==> src/rtl/cdc_hs_pkg.sv <==
// Shared types for the source side of the 4-phase req/ack crossing.
package cdc_hs_pkg;

  typedef enum logic [1:0] {
    IDLE = 2'd0,
    REQ  = 2'd1,
    REL  = 2'd2
  } state_t;

endpackage

==> src/rtl/metastability_filter.sv <==
// Multi-flop synchroniser for a single asynchronous level signal.
module metastability_filter #(
  parameter int NB_STAGES = 3
) (
  input  logic clk,
  input  logic rst_n,
  input  logic d_i,
  output logic q_o
);

  logic [NB_STAGES-1:0] sync_q;

  always_ff @(posedge clk or negedge rst_n) begin
    if (!rst_n) begin
      sync_q <= '0;
    end else begin
      sync_q <= {sync_q[NB_STAGES-2:0], d_i};
    end
  end

  assign q_o = sync_q[NB_STAGES-1];

endmodule

==> src/rtl/cdc_handshake_tx.sv <==
// Source side of a 4-phase req/ack crossing: holds one word on o_data while
// o_req is raised and released against the synchronised acknowledge.
module cdc_handshake_tx
  import cdc_hs_pkg::*;
#(
  parameter int DATA_W    = 8,
  parameter int NB_STAGES = 3,
  parameter int TIMEOUT   = 1024
) (
  input  logic              clk,
  input  logic              rst_n,
  input  logic              i_valid,
  output logic              o_ready,
  input  logic [DATA_W-1:0] i_data,
  output logic              o_req,
  output logic [DATA_W-1:0] o_data,
  input  logic              i_ack,
  output logic              o_done,
  output logic              o_timeout,
  output logic              o_busy
);

  state_t             state_q, state_d;
  logic               req_q, req_d;
  logic [DATA_W-1:0]  data_q, data_d;
  logic               done_q, done_d;
  logic               ack_s;

  metastability_filter #(
    .NB_STAGES(NB_STAGES)
  ) u_ack_sync (
    .clk  (clk),
    .rst_n(rst_n),
    .d_i  (i_ack),
    .q_o  (ack_s)
  );

  // A stale-high ack (e.g. after a mid-handshake reset) blocks new words.
  assign o_ready = (state_q == IDLE) & ~ack_s;
  assign o_busy  = (state_q != IDLE);
  assign o_req   = req_q;
  assign o_data  = data_q;
  assign o_done  = done_q;

  always_comb begin
    state_d = state_q;
    req_d   = req_q;
    data_d  = data_q;
    done_d  = 1'b0;
    case (state_q)
      IDLE: begin
        if (i_valid && o_ready) begin
          data_d  = i_data;
          req_d   = 1'b1;
          state_d = REQ;
        end
      end
      REQ: begin
        if (ack_s) begin
          req_d   = 1'b0;
          state_d = REL;
        end
      end
      REL: begin
        if (!ack_s) begin
          done_d  = 1'b1;
          state_d = IDLE;
        end
      end
      default: begin
        req_d   = 1'b0;
        state_d = IDLE;
      end
    endcase
  end

  always_ff @(posedge clk or negedge rst_n) begin
    if (!rst_n) begin
      state_q <= IDLE;
      req_q   <= 1'b0;
      data_q  <= '0;
      done_q  <= 1'b0;
    end else begin
      state_q <= state_d;
      req_q   <= req_d;
      data_q  <= data_d;
      done_q  <= done_d;
    end
  end

  generate
    if (TIMEOUT > 0) begin : g_tmo
      localparam int                CNT_W   = $clog2(TIMEOUT + 1);
      localparam logic [CNT_W-1:0]  CNT_MAX = CNT_W'(TIMEOUT);

      logic [CNT_W-1:0] cnt_q, cnt_d;
      logic             tmo_q, tmo_d;

      // A state change wins over a coinciding expiry: the counter restarts silently.
      always_comb begin
        cnt_d = cnt_q;
        tmo_d = 1'b0;
        if (state_d != state_q) begin
          cnt_d = '0;
        end else if (state_q != IDLE && cnt_q != CNT_MAX) begin
          cnt_d = cnt_q + 1'b1;
          tmo_d = (cnt_d == CNT_MAX);
        end
      end

      always_ff @(posedge clk or negedge rst_n) begin
        if (!rst_n) begin
          cnt_q <= '0;
          tmo_q <= 1'b0;
        end else begin
          cnt_q <= cnt_d;
          tmo_q <= tmo_d;
        end
      end

      assign o_timeout = tmo_q;
    end else begin : g_no_tmo
      assign o_timeout = 1'b0;
    end
  endgenerate

endmodule

==> config.mk <==
export PLATFORM = sky130hd
export DESIGN_NAME = cdc_handshake_tx
export DESIGN_NICKNAME = d
export VERILOG_FILES = /design/src/rtl/cdc_hs_pkg.sv /design/src/rtl/metastability_filter.sv /design/src/rtl/cdc_handshake_tx.sv
export SDC_FILE = /design/constraint.sdc
export NUM_CORES = 1
export LEC_CHECK = 0
export BUFFER_PORTS_ARGS = -buffer_cell sky130_fd_sc_hd__buf_2
export CAP_MARGIN = 20
export CORE_ASPECT_RATIO = 1.1
export CORE_UTILIZATION = 58
export CTS_CLUSTER_DIAMETER = 60
export DETAILED_ROUTE_END_ITERATION = 10
export GPL_ROUTABILITY_DRIVEN = 0
export HOLD_SLACK_MARGIN = 0.1
export PLACE_DENSITY = 0.83
export SYNTH_ARGS = -nofsm -noshare
export SYNTH_HDL_FRONTEND = slang
export SYNTH_HIERARCHICAL = 1
export SYNTH_SLANG_ARGS = --single-unit
==> constraint.sdc <==
create_clock -name clk -period 6.15 [get_ports clk]
set_clock_uncertainty 0.2 [all_clocks]
set_input_delay 0.9225 -clock clk [delete_from_list [all_inputs] [get_ports clk]]
set_output_delay 0.9225 -clock clk [all_outputs]
set_load 0.005 [all_outputs]
==> results.cfg, run 1 <==
[cells_and_area]
fillCellCount = 170
final_area_um2 = 1511
finish.utilization_pct = 71.78
diodes = 0
multi_input_area_um2 = 635.6
nets = 171
syn_to_final_growth_pct = 11.75
stdcell_count = 183
register_area_um2 = 675.6
drive_gt1_share_pct = 25.16

[die]
io_pins = 25
dieHeight_um = 52.65
dieArea_um2 = 2529
die_w_um = 48.05
core_region_area_um2 = 2106
initial_core_util_pct = 64.23
rows = 17

[worst_setup_path]
crit_type = flop to flop
startpoint = g_tmo.cnt_q[0]
cpLargestDelayFamily = compound AO/OA/AOI/OAI gates
arrival_ns = 2.66
crit_required_ns = 6.20
path_cells = inv_1, ha_1, nor4b_1, nand4_1, o22ai_1, o21ai_0, o21ai_0
end_kind = flop
path_common_cell = o21ai_0
cp_slowest_cell = o22ai_1
worst-path-max-fanout = 11
crit_path_start_kind = flop
worstSetupPathDepth = 7
rr_worst_depth = 7
cpPeakStageDelay_ns = 0.69
r2r_start = g_tmo.cnt_q[0]
worst-path-buf-inv = 1

[yosys]
synth_top_family_by_area = simple AND/OR/NAND/NOR gates
syn_avg_cell_area_um2 = 10.25
synth_top_area_cell = dfrtp_1
yosysUniqueCellTypes = 36
yosysSeqAreaShare_pct = 49.95
yosys-top-cells-area = dfrtp_1, mux2_2, o21ai_0, ha_1, nand2_1
ys_ff_latch = 27
synth_xor_area_share_pct = 1.943
synthAdderAreaFrac_pct = 2.775
yosysWarnings = 6
synth_mux_area_share_pct = 8.141
netlist_area_um2 = 1353
synth_compound_area_share_pct = 13.78
synth_top_area_share_pct = 49.95
synth_async_sr_flop_share_pct = 100.0
synth_fp_nets = 147
synthCells = 132
synth-main-ff-cell = dfrtp_1
synth_edf_count = 0
yosys.area_share.simple_pct = 20.35
netlist_top_cells_count = dfrtp_1, o21ai_0, nand2_1
yosysMostFrequentCell = dfrtp_1

[power]
clkPwrFrac_pct = 21.2
internal_power_uw = 258.6
switchingPower_uw = 96.85
power_frac_comb_pct = 19.6
powerDensity_nw_per_um2 = 235.2
p_leak_nw = 0.6995
swShare_pct = 27.25
ir_drop_v = 0.0001751
seqPwrFrac_pct = 59.2

[detailed_routing]
vias = 1063
ant_nets = 0
drt_iter0_markers = 19
wl_mm = 2.506
drc = 0
viasPerCell = 5.809
detail_route.first_pass.iterations = 4
wl_per_cell_um = 13.69

[placement]
placed_area_um2 = 1485
dp.final_hpwl_mm = 1.831
portBuffers = 24
pre_cts_slack_ns = 3.618
dp_cells = 179

[grt]
grt_pass1_wl_mm = 4.050
grt_start_max_net_pins = 28
track_usage_pct = 23.30
antenna_found_initial = 0
grt_pass1_vias = 941
grt_overflow_total = 0

[worst_hold_path]
hold_path_depth = 0
holdCritStartpoint = u_ack_sync/sync_q[1]
hold_class = flop to flop

[clock_tree]
clk_pin_slew_ns = 0.13
cts_tree = built
ctsResizeCount = 0
htree_levels = 1
clk_path_buf_depth = 2
insertion_delay_ns = 0.33
post-cts-setup-buffers = 0
ctsHoldBuffers = 0
root_buffer = clkbuf_4
numCtsBuffers = 3
cts.sinks = 27

[timing]
drv_slew = 0
worst_slack_ns = 3.546
min_period_ns = 2.604
fin_crit_sh_pct = 42.35
setup_tns_ns = 0
setup_viol = 0
hold_viol = 0
rsz0062_at_grt = no
max-slew-margin-rel_pct = 41.96
tightest_slew_ns = 0.8706
clock.fmax_mhz = 384.0

[outcome]
status = completed

[run]
drv_cap = 0
## area by class of cell
type	instances	area share (%)
Tap cell	28	2.318
Multi-Input combinational cell	95	42.05
Inverter	5	1.242
Clock buffer	4	1.738
Sequential cell	27	44.70
Timing Repair Buffer	24	7.947
## power groups by stage
stage / Clock [mW] / Sequential, mW / Combinational (mW)
after floorplan: 0 / 0.214 / 0.0382
after global placement: 0 / 0.212 / 0.0677
after detailed placement: 0 / 0.214 / 0.0698
after CTS: 0.0756 / 0.210 / 0.0705
after global routing: 0.0814 / 0.214 / 0.0806
final: 0.0755 / 0.210 / 0.0696
## placed cells by master (no fill, tap or decap), types with 2 or more instances in the layout
master    count
inv_1         5
buf_2        24
nand3_1       3
o21a_1        2
mux2_2        8
xor2_1        2
a21o_1        3
a21oi_1       4
nor3_1        5
ha_1          3
or3_1         3
nor2_1        8
nor2b_1       5
dfrtp_1      27
nand2_1      10
and3_1        2
and4_1        2
nand4_1       3
a22o_1        3
a22oi_1       2
mux2i_1       2
o21ai_0      13
clkbuf_4      3
## flip-flops by register name (all words and copies together) (netlist names)
signal	count
g_tmo.cnt_q	11
o_data	8
o_done	1
o_req	1
o_timeout	1
state_q	2
u_ack_sync/sync_q	3
## stage by stage
stage                     power (mW)  hold slack [ns]
after global placement        0.2796           0.1335
after detailed placement      0.2838           0.1373
final                         0.3555           0.1646
after CTS                     0.3563           0.1669
after floorplan               0.2523           0.1312
after global routing          0.3758           0.1818
## path summary, 6_finish.rpt
kind	to	slack, ns
worst max-delay path	g_tmo.cnt_q[2]	3.55
worst min-delay path	u_ack_sync/sync_q[2]	0.16
worst max register to register	g_tmo.cnt_q[2]	3.55
worst min register to register	u_ack_sync/sync_q[2]	0.16
max in group asynchronous	g_tmo.cnt_q[10]	5.02
min in group asynchronous	o_timeout	0.37
## kinds of logic after synthesis
family | after synthesis
and+or+nand+nor | 49
muxes | 10
AOI/OAI and AO/OA | 30
buffers and inverters | 10
xor gates and xnor gates | 3
DFF | 27
adders and majority gates | 3
## metal layers
metal  GRT usage (%)  wire [um]  share of wire, %
met1           28.60       1152                46
met2           38.29       1216                49
met3           3.793         92               3.7
met4           11.57         44               1.8
met5               0          0                 0
Note: power is estimated with default switching activity, not from simulation.
==> run 2, diff against run 1 <==
--- a/config.mk
+++ b/config.mk
@@ -8,12 +8,12 @@
 export BUFFER_PORTS_ARGS = -buffer_cell sky130_fd_sc_hd__buf_2
 export CAP_MARGIN = 20
 export CORE_ASPECT_RATIO = 1.1
-export CORE_UTILIZATION = 58
+export CORE_UTILIZATION = 49
 export CTS_CLUSTER_DIAMETER = 60
 export DETAILED_ROUTE_END_ITERATION = 10
 export GPL_ROUTABILITY_DRIVEN = 0
 export HOLD_SLACK_MARGIN = 0.1
-export PLACE_DENSITY = 0.83
+export PLACE_DENSITY = 0.74
 export SYNTH_ARGS = -nofsm -noshare
 export SYNTH_HDL_FRONTEND = slang
 export SYNTH_HIERARCHICAL = 1
==> constraint.sdc (replaced) <==
create_clock -name clk -period 2.15 [get_ports clk]
set_clock_uncertainty 0.2 [all_clocks]
set_input_delay 0.3225 -clock clk [delete_from_list [all_inputs] [get_ports clk]]
set_output_delay 0.3225 -clock clk [all_outputs]
set_load 0.005 [all_outputs]
==> run 2 against run 1 <==
Maximum frequency increased by 27%. Core utilization decreased by 7.3 points. Clock power increased to 2.9 times the previous value. Routed wire length increased by 0.56%. Final area increased by 9.5%. Combinational power increased to 3.2 times the previous value. Global-route usage decreased by 4.8 points. Critical endpoint is now o_timeout.
==> results.cfg, run 2 (synthesized netlist as in run 1, its figures left out) <==
[timing]
fin_crit_sh_pct = 95.15
drv_slew = 0
min_period_ns = 2.046
tightest_slew_ns = 0.5662
max-slew-margin-rel_pct = 62.25
setup_viol = 0
hold_viol = 0
clock.fmax_mhz = 488.8
setup_tns_ns = 0
rsz0062_at_grt = no

[detailed_routing]
ant_nets = 0
wl_mm = 2.520
vias = 1090
viasPerCell = 5.450
drc = 0
wl_per_cell_um = 12.60
drt_iter0_markers = 21
detail_route.first_pass.iterations = 4

[worst_hold_path]
hold_class = flop to flop

[die]
io_pins = 25
core_region_area_um2 = 2567
rows = 19
dieHeight_um = 57.10
die_w_um = 52.10
dieArea_um2 = 2975
initial_core_util_pct = 52.68

[clock_tree]
htree_levels = 1
cts_tree = built
post-cts-setup-buffers = 0
insertion_delay_ns = 0.33
clk_pin_slew_ns = 0.14
clk_path_buf_depth = 2
numCtsBuffers = 3
root_buffer = clkbuf_4
cts.sinks = 27

[worst_setup_path]
crit_type = flop to flop
cpPeakStageDelay_ns = 0.45
end_kind = flop
crit_path_start_kind = flop
crit_required_ns = 2.19
arrival_ns = 2.09
worst-path-buf-inv = 0
cp_slowest_cell = dfrtp_1
path_cells = ha_1, and4_4, and4_1, o311ai_1, a22o_1, and4bb_1
cpLargestDelayFamily = simple AND/OR/NAND/NOR gates
worst-path-max-fanout = 6

[power]
p_leak_nw = 0.7667
ir_drop_v = 0.0003892
powerDensity_nw_per_um2 = 627.2

[cells_and_area]
diodes = 0
register_area_um2 = 675.6
top_register = g_tmo.cnt_q
drive_gt1_share_pct = 26.04
largest_reg_flops = 11
finish.utilization_pct = 64.47
nets = 185
mostFrequentLayoutCell = dfrtp_1
final_cell_mix = dfrtp_1, buf_2, o21ai_0, dlygate4sd3_1, nand2_1
syn_to_final_growth_pct = 22.39
fillCellCount = 205
multi_input_area_um2 = 641.9

[grt]
grt_pass1_vias = 973
grt_start_max_net_pins = 28
grt_pass1_wl_mm = 4.091
antenna_found_initial = 0
track_usage_pct = 18.46
grt_overflow_total = 0

[placement]
dp.final_hpwl_mm = 1.746
portBuffers = 24

[outcome]
status = completed

[run]
drv_cap = 0
==> run 2: cell types whose count changed in the layout (fill, tap and decap cells not counted), sizes merged <==
cell,change
buf,+3
clkbuf,-1
clkinv,+1
dlygate4sd3,+11
==> run 2: final cells by class <==
type | instances | share of cell area (%)
sequential | 27 | 40.82
clock inverter | 1 | 0.3023
inverter | 5 | 1.134
timing repair buffer | 38 | 15.27
tap | 31 | 2.343
clock buffer | 3 | 1.361
multi-input combinational | 95 | 38.78
==> run 2: layer usage <==
metal  vias up  track usage, %  part of all wire, %
met3         5           2.400                  4.0
met5         -               0                    0
met1       509           22.81                   48
met2        29           31.68                   46
li1        547               -                    -
met4         0           8.108                  2.1
==> run 2: final timing paths <==
check | start | cells past startpoint | end | slack, ns
worst max-delay path | g_tmo.cnt_q[0] | 6 | o_timeout | 0.10
worst min-delay path | u_ack_sync/sync_q[1] | 0 | u_ack_sync/sync_q[2] | 0.17
worst max register to register | g_tmo.cnt_q[0] | 6 | o_timeout | 0.10
worst min register to register | u_ack_sync/sync_q[1] | 0 | u_ack_sync/sync_q[2] | 0.17
max in group asynchronous | rst_n | 2 | o_data[2] | 1.07
min in group asynchronous | rst_n | 2 | o_done | 0.28
==> run 2: per-stage QoR <==
step	std cells	worst slack, ns	area, um^2	total power, mW	hold WS (ns)
after detailed placement	185	0.07589	1511	0.8177	0.1356
final	200	0.1042	1655	1.038	0.1658
after global placement	185	0.1505	1511	0.8039	0.1325
after CTS	200	0.04563	1649	1.052	0.1685
after global routing	200	0.02650	1655	1.101	0.1774
after floorplan	132	0.1424	1353	0.7217	-0.1731
==> run 2: where the power goes <==
group	internal, mW	switching (mW)
combinational	0.123	0.0977
clock	0.0700	0.147
sequential	0.564	0.0372
total	0.756	0.282
==> run 2: what timing repair did <==
| action | 4_1_cts | 5_1_grt |
|---|---|---|
| setup endpoints to repair | 0 | 1 |
| hold endpoints to repair | 37 | 0 |
| gates resized for setup | 0 | 1 |
| hold buffers | 11 | 0 |
